<file path="src/rtl/sumador_serie_if.sv">
// Operand/result bundle for the bit-serial adder.
// Latency: none, plain wires between requester and adder.
// Backpressure: none; start is ignored while busy, the requester watches busy/done.
//
// Signals:
//   start  request, sampled by the adder only while idle
//   A, B   N-bit operands, captured on an accepted start
//   S, Co  registered sum and carry-out, valid from done onward
//   busy   high from the cycle after acceptance through the done cycle
//   done   one-cycle pulse, S/Co valid
interface sumador_serie_if #(
    parameter int N = 4
);
    logic         start;
    logic [N-1:0] A;
    logic [N-1:0] B;
    logic [N-1:0] S;
    logic         Co;
    logic         busy;
    logic         done;

    // Requester side: drives the operands, watches the result.
    modport master (
        output start,
        output A,
        output B,
        input  S,
        input  Co,
        input  busy,
        input  done
    );

    // Adder side.
    modport slave (
        input  start,
        input  A,
        input  B,
        output S,
        output Co,
        output busy,
        output done
    );
endinterface

</file>
<file path="src/rtl/sumador_serie.sv">
// Bit-serial unsigned N-bit adder, one operand bit pair per clock, LSB first.
// Latency: done pulses N+1 cycles after the start cycle (N add cycles + 1 finish cycle).
// Backpressure: start is only sampled in IDLE; requests while busy are dropped, not queued.
//
// Ports:
//   clk   rising-edge clock
//   rst   synchronous active-high reset, wins over everything
//   bus   sumador_serie_if.slave: start/A/B in, S/Co/busy/done out

// Half adder cell; two of these plus an OR form the full-adder slice.
module medio_sumador (
    input  logic a,
    input  logic b,
    output logic s,
    output logic c
);
    assign s = a ^ b;
    assign c = a & b;
endmodule

module sumador_serie #(
    parameter int N = 4
) (
    input  logic                clk,
    input  logic                rst,
    sumador_serie_if.slave      bus
);
    localparam int             CW   = $clog2(N + 1);
    localparam logic [CW-1:0]  LAST = CW'(N - 1);

    typedef enum logic [1:0] {
        IDLE = 2'd0,
        SUMA = 2'd1,
        FIN  = 2'd2
    } estado_t;

    estado_t       estado;
    estado_t       estado_sig;

    // Datapath state
    logic [N-1:0]  sha;
    logic [N-1:0]  shb;
    logic [N-1:0]  shs;
    logic          c_q;
    logic [CW-1:0] cnt;
    logic [N-1:0]  s_q;
    logic          co_q;

    // FSM controls
    logic          load;
    logic          step;
    logic          busy;
    logic          done;

    // Full-adder slice for the current bit
    logic          hs1;
    logic          hc1;
    logic          s_bit;
    logic          hc2;
    logic          c_sig;
    logic [N-1:0]  shs_sig;

    medio_sumador u_ms0 (
        .a (sha[0]),
        .b (shb[0]),
        .s (hs1),
        .c (hc1)
    );

    medio_sumador u_ms1 (
        .a (hs1),
        .b (c_q),
        .s (s_bit),
        .c (hc2)
    );

    assign c_sig = hc1 | hc2;

    // Sum bits enter from the MSB side so that after N shifts bit 0 sits at [0].
    generate
        if (N == 1) begin : g_shs_1
            assign shs_sig = s_bit;
        end else begin : g_shs_n
            assign shs_sig = {s_bit, shs[N-1:1]};
        end
    endgenerate

    // State register
    always_ff @(posedge clk) begin
        if (rst) begin
            estado <= IDLE;
        end else begin
            estado <= estado_sig;
        end
    end

    // Next state and Moore outputs
    always_comb begin
        estado_sig = estado;
        load       = 1'b0;
        step       = 1'b0;
        busy       = 1'b0;
        done       = 1'b0;
        case (estado)
            IDLE: begin
                if (bus.start) begin
                    load       = 1'b1;
                    estado_sig = SUMA;
                end
            end
            SUMA: begin
                busy = 1'b1;
                step = 1'b1;
                if (cnt == LAST) begin
                    estado_sig = FIN;
                end
            end
            FIN: begin
                busy       = 1'b1;
                done       = 1'b1;
                estado_sig = IDLE;
            end
            default: begin
                estado_sig = IDLE;
            end
        endcase
    end

    // Datapath. The carry FF is cleared on every load so a previous overflow
    // never leaks into the next sum.
    always_ff @(posedge clk) begin
        if (rst) begin
            sha  <= '0;
            shb  <= '0;
            shs  <= '0;
            c_q  <= 1'b0;
            cnt  <= '0;
            s_q  <= '0;
            co_q <= 1'b0;
        end else if (load) begin
            sha  <= bus.A;
            shb  <= bus.B;
            shs  <= '0;
            c_q  <= 1'b0;
            cnt  <= '0;
        end else if (step) begin
            sha  <= sha >> 1;
            shb  <= shb >> 1;
            shs  <= shs_sig;
            c_q  <= c_sig;
            cnt  <= cnt + CW'(1);
            // Result registers update only on FIN entry; partial sums stay hidden.
            if (cnt == LAST) begin
                s_q  <= shs_sig;
                co_q <= c_sig;
            end
        end
    end

    assign bus.S    = s_q;
    assign bus.Co   = co_q;
    assign bus.busy = busy;
    assign bus.done = done;
endmodule

</file>
<file path="src/flat_wrapper.sv">
// flat-port wrapper written by rule: the top's interface ports become plain ports
module sumador_serie_flat 
#(
    parameter int N = 4
)
  (clk, rst, bus_start, bus_A, bus_B, bus_S, bus_Co, bus_busy, bus_done);
  sumador_serie_if #(.N(N)) bus_i ();
  input  logic clk;
  input  logic rst;
  input wire logic [$bits(bus_i.start)-1:0] bus_start;
  input wire logic [$bits(bus_i.A)-1:0] bus_A;
  input wire logic [$bits(bus_i.B)-1:0] bus_B;
  output wire logic [$bits(bus_i.S)-1:0] bus_S;
  output wire logic [$bits(bus_i.Co)-1:0] bus_Co;
  output wire logic [$bits(bus_i.busy)-1:0] bus_busy;
  output wire logic [$bits(bus_i.done)-1:0] bus_done;
  assign bus_i.start = bus_start;
  assign bus_i.A = bus_A;
  assign bus_i.B = bus_B;
  assign bus_S = bus_i.S;
  assign bus_Co = bus_i.Co;
  assign bus_busy = bus_i.busy;
  assign bus_done = bus_i.done;
  sumador_serie #(.N(N)) u_core (.clk(clk), .rst(rst), .bus(bus_i));
endmodule
</file>
<file path="config.mk">
export PLATFORM = sky130hd
export DESIGN_NAME = sumador_serie_flat
export DESIGN_NICKNAME = d
export VERILOG_FILES = /design/src/rtl/sumador_serie_if.sv /design/src/rtl/sumador_serie.sv /design/src/flat_wrapper.sv
export SDC_FILE = /design/constraint.sdc
export NUM_CORES = 1
export LEC_CHECK = 0
export BUFFER_PORTS_ARGS = -buffer_cell sky130_fd_sc_hd__buf_2
export CAP_MARGIN = 20
export CORE_MARGIN = 3
export CORE_UTILIZATION = 53
export DETAILED_ROUTE_END_ITERATION = 8
export GPL_TIMING_DRIVEN = 0
export MAX_ROUTING_LAYER = met4
export PLACE_DENSITY = 0.86
export SETUP_SLACK_MARGIN = 0.3
export SYNTH_ARGS = -nofsm -noshare
export SYNTH_HDL_FRONTEND = slang
export SYNTH_SLANG_ARGS = --single-unit
</file>
<file path="constraint.sdc">
create_clock -name clk -period 1.4 [get_ports clk]
set_input_delay 0.14 -clock clk [delete_from_list [all_inputs] [get_ports clk]]
set_output_delay 0.14 -clock clk [all_outputs]
set_load 0.005 [all_outputs]
</file>
Word level (Yosys, flattened, before mapping)
Cells that the tools add are included.

Add/sub/neg operators: 1. Bitwise gates (word level): 6. Div/mod/pow operators: 0. Muxes and demuxes: 12. Equal/unequal tests: 5. Multipliers: 0. Reductions and logical operators: 6. Shift-type cells: 0. Magnitude comparators: 0.

Operators with widths (number): $mux W4 (4); $mux W1 (5); $mux W2 (2); $pmux W2 S2 (1); $reduce_or A2 Y1 (2); $add A3 B1 Y3 const B (1); $eq A3 B2 Y1 const B (1); $reduce_and A3 Y1 (1); $and A1 B1 Y1 (2); $eq A2 B1 Y1 const B (1); $eq A2 B2 Y1 const B (1); $logic_not A2 Y1 (1); $ne A2 B1 Y1 const B (1); $ne A2 B2 Y1 const B (1); $reduce_and A2 Y1 (1); $reduce_bool A2 Y1 (1); $xor A1 B1 Y1 (2); $not A1 Y1 (1); $or A1 B1 Y1 (1).

Bits in writable memories: 0. Register bits after elaboration: 23. Output and inout bits: 7. Memories kept: 0. Bits in latches: 0. Logic and storage cells: 38. Input port bits: 11. ROM bits: 0.

Longest topological paths before layout
Word-level depth: 4. Gate-level depth with buffers: 6. Gate-level depth less buffers: 5.

Modules after synthesis
Synthesis repeated with hierarchy kept, for this count alone.

Cell total of the unflattened synthesis: 106. Area total of the unflattened synthesis: 1068.5 um^2.

By module, submodules not included: sumador_serie (instances 1, seq. area each 440.4 um^2, area an instance 1043.5 um^2, cells an instance 104); medio_sumador (instances 2, seq. area each 0.0 um^2, area an instance 12.5 um^2, cells an instance 1).

Worst setup path after synthesis
No wires, ideal clock.

Path kind: register to register. Start: register u_core.estado[0]. End: register u_core.co_q, in the netlist u_core.bus.Co. Required time: 1328 ps. Slack: 141 ps. Library setup time: 72 ps. Cell stages (with the launch flop): 7. Arrival: 1187 ps. Clock period less this slack: 1259 ps. Path buffers: 1. Cells stage by stage: dfxtp_1 inv_1 ha_1 nand2_2 and3_4 buf_6 mux2i_1.

Cells in the longest elaborated chain, start to end: 4.

RTL lines: from (decl) (RTL line sumador_serie.sv:37) `estado_t estado;`; from (signal assigned) (RTL line sumador_serie.sv:93) `estado <= estado_sig;`; $logic_not A2 Y1 (RTL line sumador_serie.sv:104) `case (estado)`; $mux W1 (RTL line sumador_serie.sv:104); $not A1 Y1 (no source line); $reduce_and A3 Y1 (no source line) (*); to (signal assigned) (RTL line sumador_serie.sv:155) `co_q <= c_sig;`; to (decl) (RTL line sumador_serie.sv:47) `logic co_q;`.

Mark *: on every way between the ends. The rest lies on a longest branch, timed or not. A chain may end at the register's enable or synchronous reset.

Worst setup path in the final report
Start: register u_core.estado[1]. End: register u_core.shb[0].

Cells in the longest elaborated chain, start to end: 3.

RTL lines: $eq A2 B1 Y1 or $logic_not A2 Y1 (tied branches) (RTL line sumador_serie.sv:104); $mux W1 (RTL line sumador_serie.sv:104); $reduce_bool A2 Y1 (no source line) or $mux W4 (tied branches); to (signal assigned) (RTL line sumador_serie.sv:142) `shb <= bus.B;`; to (signal assigned) (RTL line sumador_serie.sv:148) `shb <= shb >> 1;`; to (decl) (RTL line sumador_serie.sv:42) `logic [N-1:0] shb;`.

Several ways; a longest one is shown, not always the timed one.

==> results.json <==
{
  "outcome": "finished clean",
  "combPwrFrac_pct": 45.2,
  "die_h_um": 50.1,
  "max_freq_mhz": 752,
  "r2r_setup_slack_ns": 0.07,
  "ys_types": 21,
  "cp_slowest_stage_delay_ns": 0.37,
  "p_leak_nw": 0.574,
  "cts_max_level": 1,
  "dp_cells": 145,
  "cts-buffers-inserted": 3,
  "critPathCaptureType": "flip-flop",
  "num_vias": 846,
  "cap_violations": 0,
  "synthTopCellsByArea": "dfxtp_1 43%, mux2i_1 17%, nand2b_1 7.9%, ha_1 7.3%, a211oi_1 5.1%",
  "cts_tree": "yes",
  "clockPowerShare_pct": 17.3,
  "worstSetupStartpointType": "flip-flop",
  "place_ws_ns": 0.131,
  "drt_pass1_iterations": 4,
  "synth-seq-area-share_pct": 42.7,
  "drc_errors": 0,
  "synth_area_per_cell_um2": 10.0,
  "gp_congestion": 0.718,
  "grt_overflow": 0,
  "vias_per_cell": 5.29,
  "grt_first_pass_wirelength_mm": 3.88,
  "synthArstFlopShare_pct": 0,
  "cts.sinks": 22,
  "rsz0062_at_grt": "yes",
  "routed_wl_mm": 2.50,
  "path_cells": "inv_4, ha_4, buf_8, buf_6, mux2i_4, a211oi_2",
  "dieArea_um2": 2510,
  "synth_top_family_by_area": "simple AND/OR/NAND/NOR gates",
  "clk_pin_slew_ns": 0.13,
  "seq_power_share_pct": 37.5,
  "crit_path_max_fanout": 6,
  "area_delta_synth_final_pct": 39.9,
  "peakVddDrop_uv": 1020,
  "reg2reg_from": "u_core.estado[1]",
  "finalPower_w": 0.00206,
  "wl_per_cell_um": 15.7,
  "grt_max_degree": 13,
  "synth_top_area_share_pct": 42.7,
  "timing.final.hold_violations": 0,
  "worstRegToRegCells": 6,
  "grt_pass1_vias": 853,
  "diodes": 0,
  "die_w_um": 50.1,
  "setup_viol": 0,
  "io_pins": 18,
  "hold_depth": 3,
  "min-delay-start": "bus_A[2]",
  "synth_fa_ha_area_share_pct": 9.22,
  "max_slew_margin_pct": 63.2,
  "cell_internal_pwr_w": 0.00139,
  "switching_share_pct": 32.4,
  "reg2reg_to": "u_core.shb[0]",
  "dp.final_hpwl_mm": 1.37,
  "crit_family": "flip-flops",
  "ys_warn_count": 0,
  "synth_compound_area_share_pct": 7.04,
  "fin_crit_ns": 1.33,
  "clockBufferDepth": 2,
  "ys.flop_type": "dfxtp_1",
  "syn-cell-area_um2": 1030,
  "cp.arrival_ns": 1.56,
  "port-buffer-count": 17,
  "yosys.area_share.simple_pct": 18.4,
  "ys_top_cells_by_count": "22 x dfxtp_1, 17 x mux2i_1, 14 x nor2_1",
  "synth_top_cell_by_area": "dfxtp_1",
  "ys_ff_latch": 22,
  "critPathKind": "flip-flop to flip-flop",
  "fin_tns_setup_ns": 0,
  "period_share_pct": 95.0,
  "switchingPower_w": 0.000665,
  "first_iter_violations": 8,
  "final_nets": 154,
  "critPathBufInv": 3,
  "start_util_pct": 57.8,
  "synth_cells": 103,
  "ant_nets": 0,
  "hold_buffers": 0,
  "hold_end": "u_core.sha[2]",
  "fin_skew_ns": 0.00870,
  "synthMuxAreaShare_pct": 16.5,
  "insertion_delay_ns": 0.31,
  "drive_above_1_share_pct": 44.4,
  "min_path_type": "input pin to flip-flop",
  "powerDensity_nw_per_um2": 1430,
  "layout_setup_ws_ns": 0.0698,
  "cp.depth": 6,
  "tightest_slew_ns": 0.552,
  "yosysMostFrequentCell": "dfxtp_1",
  "synth_xor_area_share_pct": 0.850,
  "root_buffer": "clkbuf_4",
  "syn-num-nets": 121,
  "required_ns": 1.63,
  "fp-row-count": 15,
  "stdcell_count": 160,
  "critPathSlowestCell": "dfxtp_2",
  "fp.coreArea_um2": 1780,
  "drv_slew": 0,
  "grt.total_usage_pct": 21.4,
  "synth-edff-count": 0,
  "antenna_found_initial": 0
}
==> kinds of logic after synthesis <==
kind of cell    count (synthesis)
fa+ha+maj                       7
buf+inv                        10
xor+xnor                        1
flops                          22
simple gates                   35
mux                            17
compound gates                 11
==> cell type report <==
cell class	count	area (µm²)
Buffer	6	56.3
Clock buffer	4	36.3
Fill cell	102	340
Inverter	4	20.0
Multi-Input combinational cell	71	661
Sequential cell	22	448
Tap cell	25	31.3
Timing Repair Buffer	28	190
==> worst max-delay path by stage <==
| stage | startpoint | end | slack (ns) |
|---|---|---|---|
| after CTS | u_core.estado[0] | u_core.bus.S[1] | 0.12 |
| after detailed placement | u_core.estado[0] | u_core.bus.Co | 0.13 |
| final | u_core.estado[1] | u_core.shb[0] | 0.07 |
| after global routing | u_core.estado[1] | u_core.shb[0] | 0.02 |
| after global placement | u_core.estado[0] | u_core.shb[1] | 0.17 |
| after floorplan | u_core.estado[1] | u_core.bus.Co | 0.24 |
==> per-layer routing <==
metal / global-route usage (%) / vias to the layer above / part of all wire [%]
met4: 9.68 / 0 / 3.0
met1: 24.2 / 407 / 40
met2: 36.7 / 21 / 53
met3: 3.02 / 9 / 3.8
li1: - / 409 / -
met5: - / - / 0
==> state kept, by name (all words and copies together) (netlist names) <==
| name | count |
|---|---|
| u_core.shs | 3 |
| u_core.bus.Co | 1 |
| u_core.shb | 4 |
| u_core.bus.S | 4 |
| u_core.cnt | 3 |
| u_core.c_q | 1 |
| u_core.sha | 4 |
| u_core.estado | 2 |
==> cells in the final DEF (no fill, tap or decap) <==
| master | instances |
|---|---|
| dfxtp_1 | 18 |
| nand2b_1 | 13 |
| inv_2 | 1 |
| buf_2 | 16 |
| nor3b_2 | 1 |
| ha_1 | 2 |
| buf_8 | 2 |
| fa_1 | 1 |
| clkbuf_1 | 2 |
| buf_4 | 10 |
| ha_4 | 3 |
| nor2_2 | 1 |
| and3_4 | 1 |
| mux2i_1 | 14 |
| nand3b_1 | 2 |
| nor2_1 | 13 |
| a21oi_4 | 1 |
| clkbuf_4 | 3 |
| nand2_4 | 1 |
| buf_12 | 1 |
| buf_6 | 3 |
| mux2i_4 | 1 |
| inv_1 | 1 |
| a211oi_1 | 5 |
| dfxtp_2 | 3 |
| ha_2 | 1 |
| a211oi_2 | 2 |
| clkbuf_8 | 1 |
| mux2i_2 | 2 |
| xnor2_4 | 1 |
| o21ai_2 | 1 |
| a21oi_1 | 2 |
| nor2b_4 | 1 |
| nand3_1 | 2 |
| inv_4 | 2 |
| dfxtp_4 | 1 |
==> worst register-to-register path, stage by stage, from the launching register on <==
cell and delay, ns:
dfxtp_2 0.37, inv_4 0.05, ha_4 0.15, buf_8 0.13, buf_6 0.12, mux2i_4 0.18, a211oi_2 0.24
==> per-stage QoR <==
| stage | util [%] | cell area [µm²] | hold slack, ns |
|---|---|---|---|
| floorplan | - | 1070 | 0.300 |
| global placement | 66.7 | 1190 | 0.407 |
| detailed placement | 66.7 | 1190 | 0.416 |
| CTS | 75.6 | 1350 | 0.0813 |
| global route | 80.9 | 1440 | 0.0972 |
| finish | 80.9 | 1440 | 0.101 |
==> power by group through the flow <==
stage / Combinational, W / Sequential (W) / Clock, W
after detailed placement: 0.000532 / 0.000769 / 0
final: 0.000929 / 0.000772 / 0.000355
after CTS: 0.000759 / 0.000753 / 0.000356
after floorplan: 0.000437 / 0.000756 / 0
after global placement: 0.000519 / 0.000765 / 0
after global routing: 0.000998 / 0.000780 / 0.000388
==> repair_timing <==
action / in CTS / in global routing
resized for setup: 9 / 21
endpoints found under the setup margin: 24 / 24
setup buffers: 10 / 1
pin swaps: 9 / 6
(Power assumes the default switching activity.)
